**src/rtl/circle_gen.sv**
```systemverilog
// Midpoint circle outline generator feeding the VGA framebuffer writer.
// Build with CIRCLE_GEN_FILL_EN defined to add the `fill` input (filled discs via span walks).
module circle_gen #(
  parameter int X_W      = 8,
  parameter int Y_W      = 7,
  parameter int SCREEN_W = 160,
  parameter int SCREEN_H = 120,
  parameter int COLOUR_W = 3
) (
  input  logic                  clk,
  input  logic                  rst,
  input  logic                  start,
  input  logic [X_W+1:0]        centre_x,
  input  logic [Y_W+1:0]        centre_y,
  input  logic [X_W:0]          radius,
  input  logic [7:0]            octant_mask,
  input  logic [COLOUR_W-1:0]   colour,
`ifdef CIRCLE_GEN_FILL_EN
  input  logic                  fill,
`endif
  output logic                  done,
  output logic [X_W-1:0]        vga_x,
  output logic [Y_W-1:0]        vga_y,
  output logic [COLOUR_W-1:0]   vga_colour,
  output logic                  vga_plot
);

  localparam int CW = X_W + 3;
  localparam int KW = X_W + 4;
  localparam logic signed [CW-1:0] SW_C  = CW'(SCREEN_W);
  localparam logic signed [CW-1:0] SH_C  = CW'(SCREEN_H);
  localparam logic signed [CW-1:0] ONE_C = {{(CW-1){1'b0}}, 1'b1};
  localparam logic signed [KW-1:0] ONE_K = {{(KW-1){1'b0}}, 1'b1};

  typedef enum logic [2:0] {S_IDLE, S_INIT, S_PLOT, S_UPDATE, S_DONE} state_t;

  state_t                 state_q, state_d;
  logic [2:0]             k_q, k_d;
  logic signed [CW-1:0]   cx_q, cx_d, cy_q, cy_d;
  logic signed [CW-1:0]   ox_q, ox_d, oy_q, oy_d, s_q, s_d;
  logic signed [KW-1:0]   crit_q, crit_d;
  logic [X_W:0]           r_q, r_d;
  logic [7:0]             mask_q, mask_d;
  logic [COLOUR_W-1:0]    col_q, col_d;
  logic                   fill_q, fill_d;

  always_ff @(posedge clk) begin
    if (rst) begin
      state_q <= S_IDLE;
      k_q     <= '0;
      cx_q    <= '0;
      cy_q    <= '0;
      ox_q    <= '0;
      oy_q    <= '0;
      s_q     <= '0;
      crit_q  <= '0;
      r_q     <= '0;
      mask_q  <= '0;
      col_q   <= '0;
      fill_q  <= 1'b0;
    end else begin
      state_q <= state_d;
      k_q     <= k_d;
      cx_q    <= cx_d;
      cy_q    <= cy_d;
      ox_q    <= ox_d;
      oy_q    <= oy_d;
      s_q     <= s_d;
      crit_q  <= crit_d;
      r_q     <= r_d;
      mask_q  <= mask_d;
      col_q   <= col_d;
      fill_q  <= fill_d;
    end
  end

  // Current point: one octant reflection, or a span pixel when filling rows.
  logic signed [CW-1:0] px, py, half;
  logic                 span;

  always_comb begin
    px   = cx_q + ox_q;
    py   = cy_q + oy_q;
    half = ox_q;
    span = fill_q && !k_q[2];
    case (k_q)
      3'd0: begin px = cx_q + ox_q; py = cy_q + oy_q; end
      3'd1: begin px = cx_q + oy_q; py = cy_q + ox_q; end
      3'd2: begin px = cx_q - oy_q; py = cy_q + ox_q; end
      3'd3: begin px = cx_q - ox_q; py = cy_q + oy_q; end
      3'd4: begin px = cx_q - ox_q; py = cy_q - oy_q; end
      3'd5: begin px = cx_q - oy_q; py = cy_q - ox_q; end
      3'd6: begin px = cx_q + oy_q; py = cy_q - ox_q; end
      default: begin px = cx_q + ox_q; py = cy_q - oy_q; end
    endcase
    if (span) begin
      half = k_q[1] ? oy_q : ox_q;
      px   = cx_q - half + s_q;
      case (k_q[1:0])
        2'd0:    py = cy_q + oy_q;
        2'd1:    py = cy_q - oy_q;
        2'd2:    py = cy_q + ox_q;
        default: py = cy_q - ox_q;
      endcase
    end
  end

  logic in_scr;
  assign in_scr = !px[CW-1] && (px < SW_C) && !py[CW-1] && (py < SH_C);

  // Update-step arithmetic, sign-extended into the wider criterion domain.
  logic signed [CW-1:0] oy_n, ox_n, ox_sel;
  logic signed [KW-1:0] oyk, dk;
  logic                 cle;

  always_comb begin
    oy_n   = oy_q + ONE_C;
    ox_n   = ox_q - ONE_C;
    cle    = crit_q[KW-1] || (crit_q == '0);
    ox_sel = cle ? ox_q : ox_n;
    oyk    = {oy_n[CW-1], oy_n};
    dk     = oyk - {ox_n[CW-1], ox_n};
  end

  always_comb begin
    state_d = state_q;
    k_d     = k_q;
    cx_d    = cx_q;
    cy_d    = cy_q;
    ox_d    = ox_q;
    oy_d    = oy_q;
    s_d     = s_q;
    crit_d  = crit_q;
    r_d     = r_q;
    mask_d  = mask_q;
    col_d   = col_q;
    fill_d  = fill_q;
    case (state_q)
      S_IDLE: if (start) begin
        cx_d    = {centre_x[X_W+1], centre_x};
        cy_d    = {{(CW-Y_W-2){centre_y[Y_W+1]}}, centre_y};
        r_d     = radius;
        mask_d  = octant_mask;
        col_d   = colour;
`ifdef CIRCLE_GEN_FILL_EN
        fill_d  = fill;
`else
        fill_d  = 1'b0;
`endif
        state_d = S_INIT;
      end
      S_INIT: begin
        ox_d    = {2'b00, r_q};
        oy_d    = '0;
        crit_d  = ONE_K - {3'b000, r_q};
        k_d     = 3'd0;
        s_d     = '0;
        state_d = S_PLOT;
      end
      S_PLOT: begin
        if (span) begin
          if (s_q == {half[CW-2:0], 1'b0}) begin
            s_d = '0;
            if (k_q == 3'd3) state_d = S_UPDATE;
            else             k_d     = k_q + 3'd1;
          end else begin
            s_d = s_q + ONE_C;
          end
        end else if (k_q == 3'd7) begin
          state_d = S_UPDATE;
        end else begin
          k_d = k_q + 3'd1;
        end
      end
      S_UPDATE: begin
        oy_d = oy_n;
        if (cle) begin
          crit_d = crit_q + {oyk[KW-2:0], 1'b0} + ONE_K;
        end else begin
          ox_d   = ox_n;
          crit_d = crit_q + {dk[KW-2:0], 1'b0} + ONE_K;
        end
        k_d     = 3'd0;
        state_d = (oy_n <= ox_sel) ? S_PLOT : S_DONE;
      end
      S_DONE: if (!start) state_d = S_IDLE;
      default: state_d = S_IDLE;
    endcase
  end

  logic in_plot;
  assign in_plot    = (state_q == S_PLOT);
  assign done       = (state_q == S_DONE);
  assign vga_plot   = in_plot && in_scr && (span || mask_q[k_q]);
  assign vga_x      = in_plot ? px[X_W-1:0] : '0;
  assign vga_y      = in_plot ? py[Y_W-1:0] : '0;
  assign vga_colour = in_plot ? col_q : '0;

endmodule
```
**config.mk**
```make
export PLATFORM = sky130hd
export DESIGN_NAME = circle_gen
export DESIGN_NICKNAME = d
export VERILOG_FILES = /design/src/rtl/circle_gen.sv
export SDC_FILE = /design/constraint.sdc
export NUM_CORES = 1
export LEC_CHECK = 0
export BUFFER_PORTS_ARGS = -buffer_cell sky130_fd_sc_hd__buf_4
export CAP_MARGIN = 25
export CORE_MARGIN = 1
export CORE_UTILIZATION = 48
export DETAILED_ROUTE_END_ITERATION = 6
export HOLD_SLACK_MARGIN = 0.08
export PLACE_DENSITY_LB_ADDON = 0.15
export SETUP_SLACK_MARGIN = 0.4
export SKIP_LAST_GASP = 1
export SYNTH_ARGS = -nofsm -noshare
export SYNTH_HDL_FRONTEND = slang
export SYNTH_SLANG_ARGS = --single-unit
```
**constraint.sdc**
```tcl
create_clock -name clk -period 4.5 [get_ports clk]
set_input_delay 0 -clock clk [delete_from_list [all_inputs] [get_ports clk]]
set_output_delay 0 -clock clk [all_outputs]
set_load 0.02 [all_outputs]
```
==> summary.md, run 1 <==
| Metric | Value |
|---|---|
| Flip-flop and latch area | `1600 um^2` |
| P_leak | `0.00404 uW` |
| # diodes | `0` |
| Sink Count | `79` |
| VDD IR max | `0.225 mV` |
| Final GP Congestion | `0.940` |
| Seq/Total Area, Yosys | `20.8%` |
| CP max-delay cell | `or4_1` |
| Drc violations | `0` |
| Library cells used by synthesis | `76` |
| Ranking of synthesized cells by area | `dfxtp_1, ha_1, nand2_1` |
| Power per cell area | `281 nW/um^2` |
| CTS max path bufs | `2` |
| Placeable Area | `15300 um^2` |
| PortBufs | `61` |
| Initial antenna violation count | `0` |
| DR pass1 iterations | `5` |
| Total global routing overflow | `0` |
| Critical path type | `flop to output pin` |
| CP cell instances | `or3_4, or3_4, or3_4, or3_4, o21ai_2, a221oi_2, ha_1, nand2b_1, o221ai_2, nor3_2, o221ai_2, or4_1, nor4_2, buf_4` |
| Final cycle utilization of the critical path | `94.8%` |
| Post-Syn Instances | `1040` |
| #FFs+latches synth | `79` |
| Worst Skew | `0.0108 ns` |
| R2r startpoint | `oy_q[2]` |
| DR WL/cell | `17.0 um` |
| Most used cell, CP | `or3_4` |
| Pre-CTS setup slack | `0.246 ns` |
| Final worst slack | `0.235 ns` |
| Final Util | `62.3%` |
| CP max FO | `6` |
| Min-delay src | `rst` |
| YS warnings | `0` |
| Number of synthesized flops with an enable pin | `0` |
| Max Cap Viol | `0` |
| CP startpoint kind | `flop` |
| WP data required | `4.50 ns` |
| Ys flop type | `dfxtp_1` |
| CTS tree | `built` |
| Least-Margin Pin Slew | `0.909 ns` |
| Die width | `128 um` |
| # H-tree levels | `3` |
| Total Wirelength | `23.2 mm` |
| Iteration-0 DRC Markers | `665` |
| Relative slew margins | `39.4%` |
| Clock-pin slew on the worst setup and hold paths | `0.08 ns` |
| Crit-path max cell delay | `0.49 ns` |
| Status | `finished clean` |
| Fill cells | `1437` |
| Area occupied by multi-input gates | `5910 um^2` |
| Hold_ws | `0.247 ns` |
| CTS Buf Count | `9` |
| Dpl hpwl | `16.4 mm` |
| Die Ht | `128 um` |
| Die area | `16400 um^2` |
| Tot GR Track Use | `29.1%` |
| Clk Latency, worst-skew pair | `0.36 ns` |
| Final #Nets | `1275` |
| Fin. max-slew vios | `0` |
| Post-layout minimum cycle time | `4.26 ns` |
| Setup TNS | `0 ns` |
| Most frequent cells in the layout | `nand2_1, buf_4, nor2_1` |
| Bufs and invs on worst path | `1` |
| Ports | `62` |
| Drt via density | `5.68` |
| Clock root buffer | `clkbuf_16` |
| Layout cells sized above 1 | `19.4%` |
| Mapped cell area | `7610 um^2` |
| Critical path endpoint category | `output pin` |
| Yosys top cell area share | `20.8%` |
| Vias | `7776` |
| Syn nets | `1162` |
| Worst Hold Class | `input port to flop` |
| Antenna-violating nets left | `0` |
| Crit path DAT | `4.26 ns` |
| Layout area overhead | `25.3%` |
| Num rows | `45` |
| Largest net degree at the start of global routing | `80` |
| Fraction of registers with async set/reset | `0%` |
| First-pass GRT wire length | `37.3 mm` |
| Setup violators final | `0` |
| Critical path origin | `oy_q[1]` |
| Synth area leader | `dfxtp_1` |
| Initial Util | `49.7%` |
| Number of global-route vias before repair | `7160` |
| Maximum clock frequency | `234 MHz` |
| Most common cell after layout, fill and taps aside | `nand2_1` |
| RSZ-0062 raised after global routing | `yes` |
| Fin. Hold Viols | `0` |
| Avg Inst Size Synth | `7.32 um^2` |
| Critical path's top delay family | `simple AND/OR/NAND/NOR gates` |
[power breakdown]
part	total, uW	switching [uW]	internal [uW]
logic	1110	620	485
clock network	792	355	437
registers	788	50.3	737
[per-stage QoR]
stage | instances | power, uW | cell area [um^2]
detailed placement | 1290 | 1800 | 8380
finish | 1369 | 2680 | 9540
CTS | 1364 | 2650 | 9380
global placement | 1290 | 1790 | 8380
floorplan | 1040 | 1540 | 7610
global route | 1369 | 2850 | 9540
[Yosys cell counts, types with 14 or more instances]
library cell / n
a211oi_1: 17
a21oi_1: 110
clkbuf_1: 45
dfxtp_1: 79
ha_1: 75
inv_1: 31
nand2_1: 153
nand3_1: 19
nor2_1: 118
nor2b_1: 14
nor3_1: 30
o21a_1: 16
o21ai_0: 47
xnor2_1: 49
xor2_1: 35
[registers in the layout (all words and copies together), names as in the netlist]
register / cells
col_q: 3
cx_q: 10
crit_q: 12
r_q: 9
ox_q: 11
oy_q: 11
mask_q: 8
k_q: 3
state_q: 3
cy_q: 9
[metal layers]
layer / global-route usage (%) / up-vias / part of all wire [%]
met2: 44.8 / 210 / 45
met1: 42.2 / 3643 / 48
met5: 0 / - / 0
met4: 8.10 / 0 / 1.3
li1: - / 3902 / -
met3: 4.05 / 21 / 5.2
[final timing paths]
check	depth (start not counted)	endpoint	slack (ns)
setup reg to reg	17	crit_q[11]	0.62
hold / removal	2	crit_q[1]	0.25
hold reg to reg	2	r_q[0]	0.45
setup / recovery	14	vga_plot	0.24
[logic make-up (layout without fill, tap and decap cells)]
| group | count (synthesis) | in the layout | synth area share, % |
|---|---|---|---|
| compound gates | 283 | 283 | 23.4 |
| xor+xnor | 84 | 84 | 9.67 |
| fa+ha+maj | 80 | 80 | 13.6 |
| buf+inv | 95 | 213 | 5.03 |
| flops | 79 | 79 | 20.8 |
| mux | 17 | 17 | 2.66 |
| simple gates | 402 | 402 | 24.8 |
[layout make-up]
type | instances | area share [%]
clock inverter | 7 | 0.840
multi-input combinational | 866 | 62.0
sequential | 79 | 16.8
clock buffer | 9 | 2.36
timing repair buffer | 163 | 13.9
inverter | 34 | 1.39
tap | 211 | 2.77
[timing repair]
action / in CTS / in global routing
endpoints found under the setup margin: 2 / 5
gates resized for setup: 42 / 32
hold buffers: 40 / 0
hold endpoints to repair: 41 / 0
setup buffers: 18 / 5
pin swaps: 19 / 14
Note: power is estimated with default switching activity, not from simulation.
==> run 2, diff against run 1 <==
==> constraint.sdc (replaced) <==
create_clock -name clk -period 5.4 [get_ports clk]
set_input_delay 0 -clock clk [delete_from_list [all_inputs] [get_ports clk]]
set_output_delay 0 -clock clk [all_outputs]
set_load 0.02 [all_outputs]
==> run 2 against run 1 <==
Effect of this change: clock skew about the same; combinational power is 23% lower; worst hold slack improved by 0.0063 ns; non-clock buffer count down 52; via count fell by 2.2%; register-to-register slack better by 0.26 ns; die area unchanged; wire length shrank 5.3%; sequential power is 16% lower; worst setup slack gained 0.38 ns; critical path type unchanged.
==> summary.md, run 2 (same netlist as run 1, synthesis figures left out) <==
| Metric | Value |
|---|---|
| Dpl hpwl | `15.8 mm (-3.5%)` |
| Worst Skew | `0.0106 ns (-0.000194 ns)` |
| Power per cell area | `243 nW/um^2 (-14%)` |
| Max Cap Viol | `0 (unchanged)` |
| CTS tree | `built` |
| Pre-CTS setup slack | `0.907 ns (+0.660 ns)` |
| Final worst slack | `0.612 ns (+0.377 ns)` |
| Post-layout minimum cycle time | `4.79 ns` |
| Relative slew margins | `40.2% (+0.75 points)` |
| Sink Count | `79 (unchanged)` |
| Logic gate share of total power | `39.3% (-1.9 points)` |
| Maximum clock frequency | `209 MHz` |
| Drc violations | `0 (unchanged)` |
| # H-tree levels | `3 (unchanged)` |
| Layout area overhead | `16.8%` |
| DR WL/cell | `16.7 um (-1.5%)` |
| Num rows | `45 (unchanged)` |
| Drt via density | `5.78 (+1.7%)` |
| R2r startpoint | `oy_q[0]` |
| Worst R2R End | `crit_q[9]` |
| Critical path type | `flop to output pin` |
| CP startpoint kind | `flop` |
| First-pass GRT wire length | `35.7 mm (-4.2%)` |
| Worst Hold End | `k_q[2]` |
| Most frequent cells in the layout | `nand2_1, nor2_1, a21oi_1` |
| R2R Setup Slk | `0.88 ns (+0.26 ns)` |
| Status | `finished clean` |
| Layout cells sized above 1 | `11.8% (-7.6 points)` |
| Iteration-0 DRC Markers | `714 (+7.4%)` |
| # diodes | `0 (unchanged)` |
| Final #Nets | `1223 (-4.1%)` |
| Crit path DAT | `4.79 ns (+0.53 ns)` |
| Fin. max-slew vios | `0 (unchanged)` |
| Die width | `128 um (unchanged)` |
| Critical path's top delay family | `simple AND/OR/NAND/NOR gates` |
| P_leak | `0.00375 uW (-7.2%)` |
| Min-delay src | `rst` |
| Most common cell after layout, fill and taps aside | `nand2_1` |
| Total global routing overflow | `0 (unchanged)` |
| Worst Hold Class | `input port to flop` |
| R2r worst-path depth | `18 (+1)` |
| DR pass1 iterations | `5 (unchanged)` |
| Switching fraction of total power | `38.0% (-0.19 points)` |
| Bufs and invs on worst path | `2 (+1)` |
| Setup TNS | `0 ns (unchanged)` |
| Largest register FFs | `12 (unchanged)` |
| CTS Buf Count | `9 (unchanged)` |
| Final GP Congestion | `0.953 (+1.4%)` |
| Die area | `16400 um^2 (unchanged)` |
| Clk Latency, worst-skew pair | `0.35 ns (about the same)` |
| Initial Util | `49.7% (unchanged)` |
| Number of global-route vias before repair | `6838 (-4.5%)` |
| Final cycle utilization of the critical path | `88.7%` |
| Placeable Area | `15300 um^2 (unchanged)` |
| PortBufs | `61 (unchanged)` |
| WP data required | `5.40 ns (+0.90 ns)` |
| Antenna-violating nets left | `0 (unchanged)` |
| Critical path endpoint category | `output pin` |
| Int Pwr | `1340 uW (-19%)` |
| Setup violators final | `0 (unchanged)` |
| Setup bufs post-CTS | `0 (-18)` |
| Hold path depth | `2 (unchanged)` |
| Sw power | `822 uW (-20%)` |
| CP max-delay cell | `dfxtp_1` |
| Dpl cells | `1261 (-2.2%)` |
| CP max FO | `23 (+17)` |
| Fin. Hold Viols | `0 (unchanged)` |
| Die Ht | `128 um (unchanged)` |
| Seq pwr share | `30.5% (+1.2 points)` |
| Initial antenna violation count | `0 (unchanged)` |
| Least-Margin Pin Slew | `0.897 ns (-0.0113 ns)` |
| Largest Register | `crit_q` |
| Total power | `2160 uW (-19%)` |
| CTS max path bufs | `2 (unchanged)` |
| Fill cells | `1479 (+2.9%)` |
| RSZ-0062 raised after global routing | `no` |
| CP cell instances | `buf_4, mux2_2, o21ai_0, o31ai_1, o21ai_0, nand2_1, a21oi_1, a21oi_1, ha_1, nor2b_4, o21ai_2, a21oi_2, or3_1, a21boi_1, o221ai_1, or4_1, nor4_2, buf_4` |
| Crit-path max cell delay | `0.52 ns (+0.03 ns)` |
| Clock root buffer | `clkbuf_16` |
| Total Wirelength | `22.0 mm (-5.3%)` |
| Finished Layout Cells | `1317 (-3.8%)` |
| Vias | `7606 (-2.2%)` |
| Tot GR Track Use | `27.8% (-1.3 points)` |
| Ports | `62 (unchanged)` |
| Clock-pin slew on the worst setup and hold paths | `0.07 ns (about the same)` |
| Largest net degree at the start of global routing | `80 (unchanged)` |
| Clock power share | `30.2% (+0.7 points)` |
| VDD IR max | `0.210 mV (-6.6%)` |
| Top Registers | `crit_q (12), ox_q (11), oy_q (11)` |
[run 2: cell count changes in the layout (fill, tap and decap cells not counted), moves of 4 or more]
cell      change
dfxtp_1       +6
dfxtp_4       -5
o221ai_2      -5
buf_4        -52
ha_1          +4
o221ai_1      +5
a21oi_1       +6
a21oi_2       -4
o21ai_0       +8
ha_4          -4
o21ai_1       -7
[run 2: worst max path at each step]
stage | endpoint | from | slack (ns) | cells after the start
3_3_place_gp | vga_plot | k_q[0] | 0.90 | 17
4_1_cts | vga_plot | k_q[0] | 0.49 | 16
2_1_floorplan | vga_plot | k_q[1] | 1.50 | 19
5_1_grt | vga_plot | k_q[0] | 0.37 | 19
3_5_place_dp | vga_plot | k_q[0] | 0.91 | 16
6_report | vga_plot | k_q[2] | 0.61 | 18
[run 2: per-stage QoR]
stage | util [%] | cell area (um^2) | hold slack, ns
global placement | 53.3 | 8170 | 0.249
floorplan | - | 7610 | 0.136
finish | 58.0 | 8890 | 0.253
detailed placement | 53.3 | 8170 | 0.253
CTS | 57.9 | 8870 | 0.247
global route | 58.0 | 8890 | 0.287
[run 2: per-layer routing]
layer	part of all wire, %	vias up	GRT usage, %	wire (um)
li1	-	3794	-	-
met1	49	3514	40.4	10800
met2	43	271	42.2	9510
met3	6.2	27	4.22	1360
met4	1.7	0	8.10	363
met5	0	-	0	0
[run 2: worst reg2reg max path, delay by kind of cell, from the launching register on]
kind	cells	cell delay, ns
AO/OA/AOI/OAI	7	1.60
adder cells (fa/ha/maj)	3	1.11
XOR/XNOR	2	0.34
multiplexers	1	0.08
buffers and inverters	1	0.16
AND/OR/NAND/NOR	4	0.59
flip-flops	1	0.49
[run 2: repair_timing]
| action | 4_1_cts | 5_1_grt |
|---|---|---|
| hold buffers | 40 | 0 |
| gates resized for setup | 0 | 6 |
| endpoints found under the hold margin | 41 | 0 |
| endpoints found under the setup margin | 0 | 1 |
[run 2: power by group through the flow]
stage	clock network [uW]	logic, uW	registers, uW
3_3_place_gp	0	812	672
2_1_floorplan	0	630	652
4_1_cts	666	841	659
5_1_grt	692	949	665
3_5_place_dp	0	812	673
6_report	653	850	661
[run 2: area by class of cell]
class	instances	area, um^2	share of cell area, %
well taps	211	264	2.97
inverters	34	130	1.46
clock inverters	7	81.3	0.915
multi-input cells	866	5670	63.8
flip-flops and latches	79	1580	17.8
repair buffers	111	933	10.5
clock buffers	9	225	2.53
==> run 3, diff against run 2 <==
--- a/config.mk
+++ b/config.mk
@@ -5,6 +5,7 @@
 export SDC_FILE = /design/constraint.sdc
 export NUM_CORES = 1
 export LEC_CHECK = 0
+export ABC_AREA = 1
 export BUFFER_PORTS_ARGS = -buffer_cell sky130_fd_sc_hd__buf_4
 export CAP_MARGIN = 25
 export CORE_MARGIN = 1
==> run 3 against run 2 <==
Effect of this change: wire length grew 8.2%; non-clock buffer count stayed put; critical path depth is 3 higher; sequential share of layout area shrank 0.20 points; combinational power increased to 3.9 times the previous value; worst setup slack gained 0.34 ns; core utilization rose by 0.45 points; clock power increased by 8.3%; die area rose by 0.49%; sequential power increased by 31%; critical path type unchanged; largest cell class unchanged.
==> summary.md, run 3 <==
| Metric | Value |
|---|---|
| # H-tree levels | `3 (unchanged)` |
| Iteration-0 DRC Markers | `597 (-16%)` |
| Max Used Layer | `met4` |
| Layout area overhead | `17.6%` |
| Ranking of synthesized cells by area | `dfxtp_1, ha_1, nand2_1` |
| Most frequent cells in the layout | `nand2_1, inv_1, a21oi_1` |
| Commonest cells post-synth | `nand2_1, inv_1, a21oi_1` |
| Initial Util | `49.8% (+0.062 points)` |
| Worst Hold Class | `flop to flop` |
| Synth area leader | `dfxtp_1` |
| Final Util | `58.5% (+0.45 points)` |
| Wire length on met2 | `10.3 mm (+8.6%)` |
| Largest family of logic cells by synthesized area | `simple AND/OR/NAND/NOR gates` |
| # diodes | `0 (unchanged)` |
| Largest net degree at the start of global routing | `79 (-1.3%)` |
| CP startpoint kind | `flop` |
| Post_cts resized | `0 (unchanged)` |
| Total power | `4870 uW (+130%)` |
| CTS max path bufs | `2 (unchanged)` |
| Setup violators final | `0 (unchanged)` |
| Fin. max-slew vios | `0 (unchanged)` |
| Final #Nets | `1372 (+12%)` |
| Top Registers | `crit_q (12), ox_q (11), oy_q (11)` |
| Setup TNS | `0 ns (unchanged)` |
| CTS tree | `built` |
| R2R Setup Slk | `1.44 ns (+0.56 ns)` |
| Total Wirelength | `23.8 mm (+8.2%)` |
| Post-layout minimum cycle time | `4.45 ns (-0.339 ns)` |
| Clock root buffer | `clkbuf_16` |
| Yosys top cell area share | `20.7% (-0.10 points)` |
| Worst R2R End | `crit_q[11]` |
| Hold_ws | `0.449 ns (+0.196 ns)` |
| CP max-delay cell | `fa_1` |
| Clk Latency, worst-skew pair | `0.35 ns (about the same)` |
| Synth Area in Adders | `13.6% (-0.067 points)` |
| Drc violations | `0 (unchanged)` |
| Clock-pin slew on the worst setup and hold paths | `0.07 ns (about the same)` |
| Critical path type | `flop to output pin` |
| Post-Syn Instances | `1168 (+12%)` |
| Seq/Total Area, Yosys | `20.7% (-0.10 points)` |
| DRT met1 WL | `11.3 mm (+5.1%)` |
| Most common cell after layout, fill and taps aside | `nand2_1` |
| Met3 wire len | `1.81 mm (+33%)` |
| Min-delay src | `cy_q[7]` |
| Antenna-violating nets left | `0 (unchanged)` |
| Layout cells sized above 1 | `11.6% (-0.29 points)` |
| VDD IR max | `0.338 mV (+61%)` |
| Crit-path max cell delay | `0.45 ns (-0.07 ns)` |
| Area occupied by multi-input gates | `5250 um^2 (-7.5%)` |
| P_leak | `0.00419 uW (+12%)` |
| CP cell instances | `clkinv_1, ha_1, o21ai_2, nand2_2, inv_1, o21ai_0, o21ai_0, ha_1, inv_1, fa_1, nand3_1, nand3_1, a21oi_1, or2_2, nand2_1, nand3_1, nand4_1, nor2_1, nand3b_1, nor2_1, buf_4` |
| Largest register FFs | `12 (unchanged)` |
| Die area | `16400 um^2 (+0.49%)` |
| Placeable Area | `15400 um^2 (+0.37%)` |
| Drt via density | `5.50 (-4.7%)` |
| Post-Synth XOR/XNOR Area | `6.05% (-3.6 points)` |
| Sink Count | `79 (unchanged)` |
| CP max FO | `10 (-57%)` |
| Synth Area in Simple Gates | `25.8% (+0.97 points)` |
| PortBufs | `61 (unchanged)` |
| R2r worst-path depth | `24 (+6)` |
| Critical path endpoint category | `output pin` |
| Crit path DAT | `4.45 ns (-0.34 ns)` |
| DR pass1 iterations | `5 (unchanged)` |
| Die width | `128 um (+0.24%)` |
| Number of synthesized flops with an enable pin | `0 (unchanged)` |
| Relative slew margins | `44.5% (+4.3 points)` |
| YS warnings | `0 (unchanged)` |
| Least-Margin Pin Slew | `0.827 ns (-0.0706 ns)` |
| Number of global-route vias before repair | `7352 (+7.5%)` |
| RSZ-0062 raised after global routing | `no` |
| Count leader, synth | `nand2_1` |
| Max Cap Viol | `0 (unchanged)` |
| Worst Hold End | `cy_q[7]` |
| Power per cell area | `542 nW/um^2 (+120%)` |
| CTS Buf Count | `9 (unchanged)` |
| Fraction of registers with async set/reset | `0% (unchanged)` |
| Syn nets | `1290 (+11%)` |
| Ports | `62 (unchanged)` |
| Fill cells | `1537 (+3.9%)` |
| Largest Register | `crit_q` |
| Mux cell area share after synthesis | `0% (-2.7 points)` |
| Hold path depth | `2 (unchanged)` |
| DR WL/cell | `16.2 um (-2.8%)` |
| WP data required | `5.40 ns (about the same)` |
| Final cycle utilization of the critical path | `82.4% (-6.3 points)` |
| Ys flop type | `dfxtp_1` |
| Initial antenna violation count | `0 (unchanged)` |
| Hold buffers post-CTS | `42 (+5.0%)` |
| Maximum clock frequency | `225 MHz (+7.6%)` |
| R2r startpoint | `oy_q[0]` |
| Num rows | `45 (unchanged)` |
| Total global routing overflow | `0 (unchanged)` |
| Flip-flop and latch area | `1580 um^2 (unchanged)` |
| Vias | `8065 (+6.0%)` |
| Mapped cell area | `7650 um^2 (+0.49%)` |
| Die Ht | `128 um (+0.24%)` |
| Status | `finished clean` |
| #FFs+latches synth | `79 (unchanged)` |
| Worst Skew | `0.00685 ns (-0.00375 ns)` |
| Setup bufs post-CTS | `0 (unchanged)` |
| Final GP Congestion | `0.979 (+2.7%)` |
| Fin. Hold Viols | `0 (unchanged)` |
| Most used cell, CP | `nand3_1` |
| Avg Inst Size Synth | `6.55 um^2 (-11%)` |
| Tot GR Track Use | `30.0% (+2.2 points)` |
| Dpl hpwl | `18.2 mm (+15%)` |
| Post-synthesis compound-gate area fraction | `23.2% (-0.25 points)` |
| First-pass GRT wire length | `38.4 mm (+7.4%)` |
| Library cells used by synthesis | `52 (-32%)` |
## run 3: cell types whose count changed in the layout (fill, tap and decap cells not counted), moves of 12 or more
cell,before,now
nand4_1,2,14
nor2b_1,14,0
a211oi_1,17,4
nand3_1,19,59
inv_1,30,145
nor2_1,117,77
inv_2,2,15
a21oi_1,110,138
o21ai_0,47,97
xnor2_1,49,16
o21a_1,16,1
nand2_1,153,235
nor3_1,29,8
## run 3: how the worst max path moves through the flow
stage                       from  cells past startpoint        to
after floorplan           k_q[0]                     19  vga_plot
after CTS                 k_q[0]                     22  vga_plot
final                     k_q[0]                     21  vga_plot
after global placement    k_q[0]                     22  vga_plot
after global routing      k_q[0]                     20  vga_plot
after detailed placement  k_q[0]                     22  vga_plot
## run 3: critical path: cells and delay by family (launching register included)
kind	cells	cell delay, ns
compound gates	4	0.95
fa+ha+maj	3	1.03
buf+inv	4	0.65
flops	1	0.42
simple gates	10	1.03
## run 3: kinds of logic after synthesis
family / Yosys count
DFF: 79
xor gates and xnor gates: 52
AOI/OAI and AO/OA: 316
and+or+nand+nor: 437
adders and majority gates: 80
buffers and inverters: 204
## run 3: routing by layer
metal,vias to the layer above,track usage [%]
met5,-,0
met4,0,7.61
met3,27,5.22
met2,286,45.6
met1,3662,43.4
li1,4090,-
## run 3: metrics by stage
| step | std cells | setup WS (ns) | area [um^2] |
|---|---|---|---|
| after detailed placement | 1408 | 1.42 | 8230 |
| after global placement | 1408 | 1.35 | 8230 |
| after floorplan | 1168 | 2.10 | 7650 |
| after CTS | 1466 | 1.02 | 8990 |
| final | 1466 | 0.952 | 8990 |
| after global routing | 1466 | 0.583 | 8990 |
## run 3: area by class of cell
cell class              instances  area share (%)
multi-input cells             885            58.4
clock inverters                 7            1.25
flip-flops and latches         79            17.6
clock buffers                   9            2.50
well taps                     211            2.94
inverters                     164            6.87
repair buffers                111            10.4
## run 3: where the power goes
part	internal, uW	leakage [uW]	switching [uW]
logic	1160	0.00337	2130
registers	709	0.000649	158
clock network	416	0.000161	291
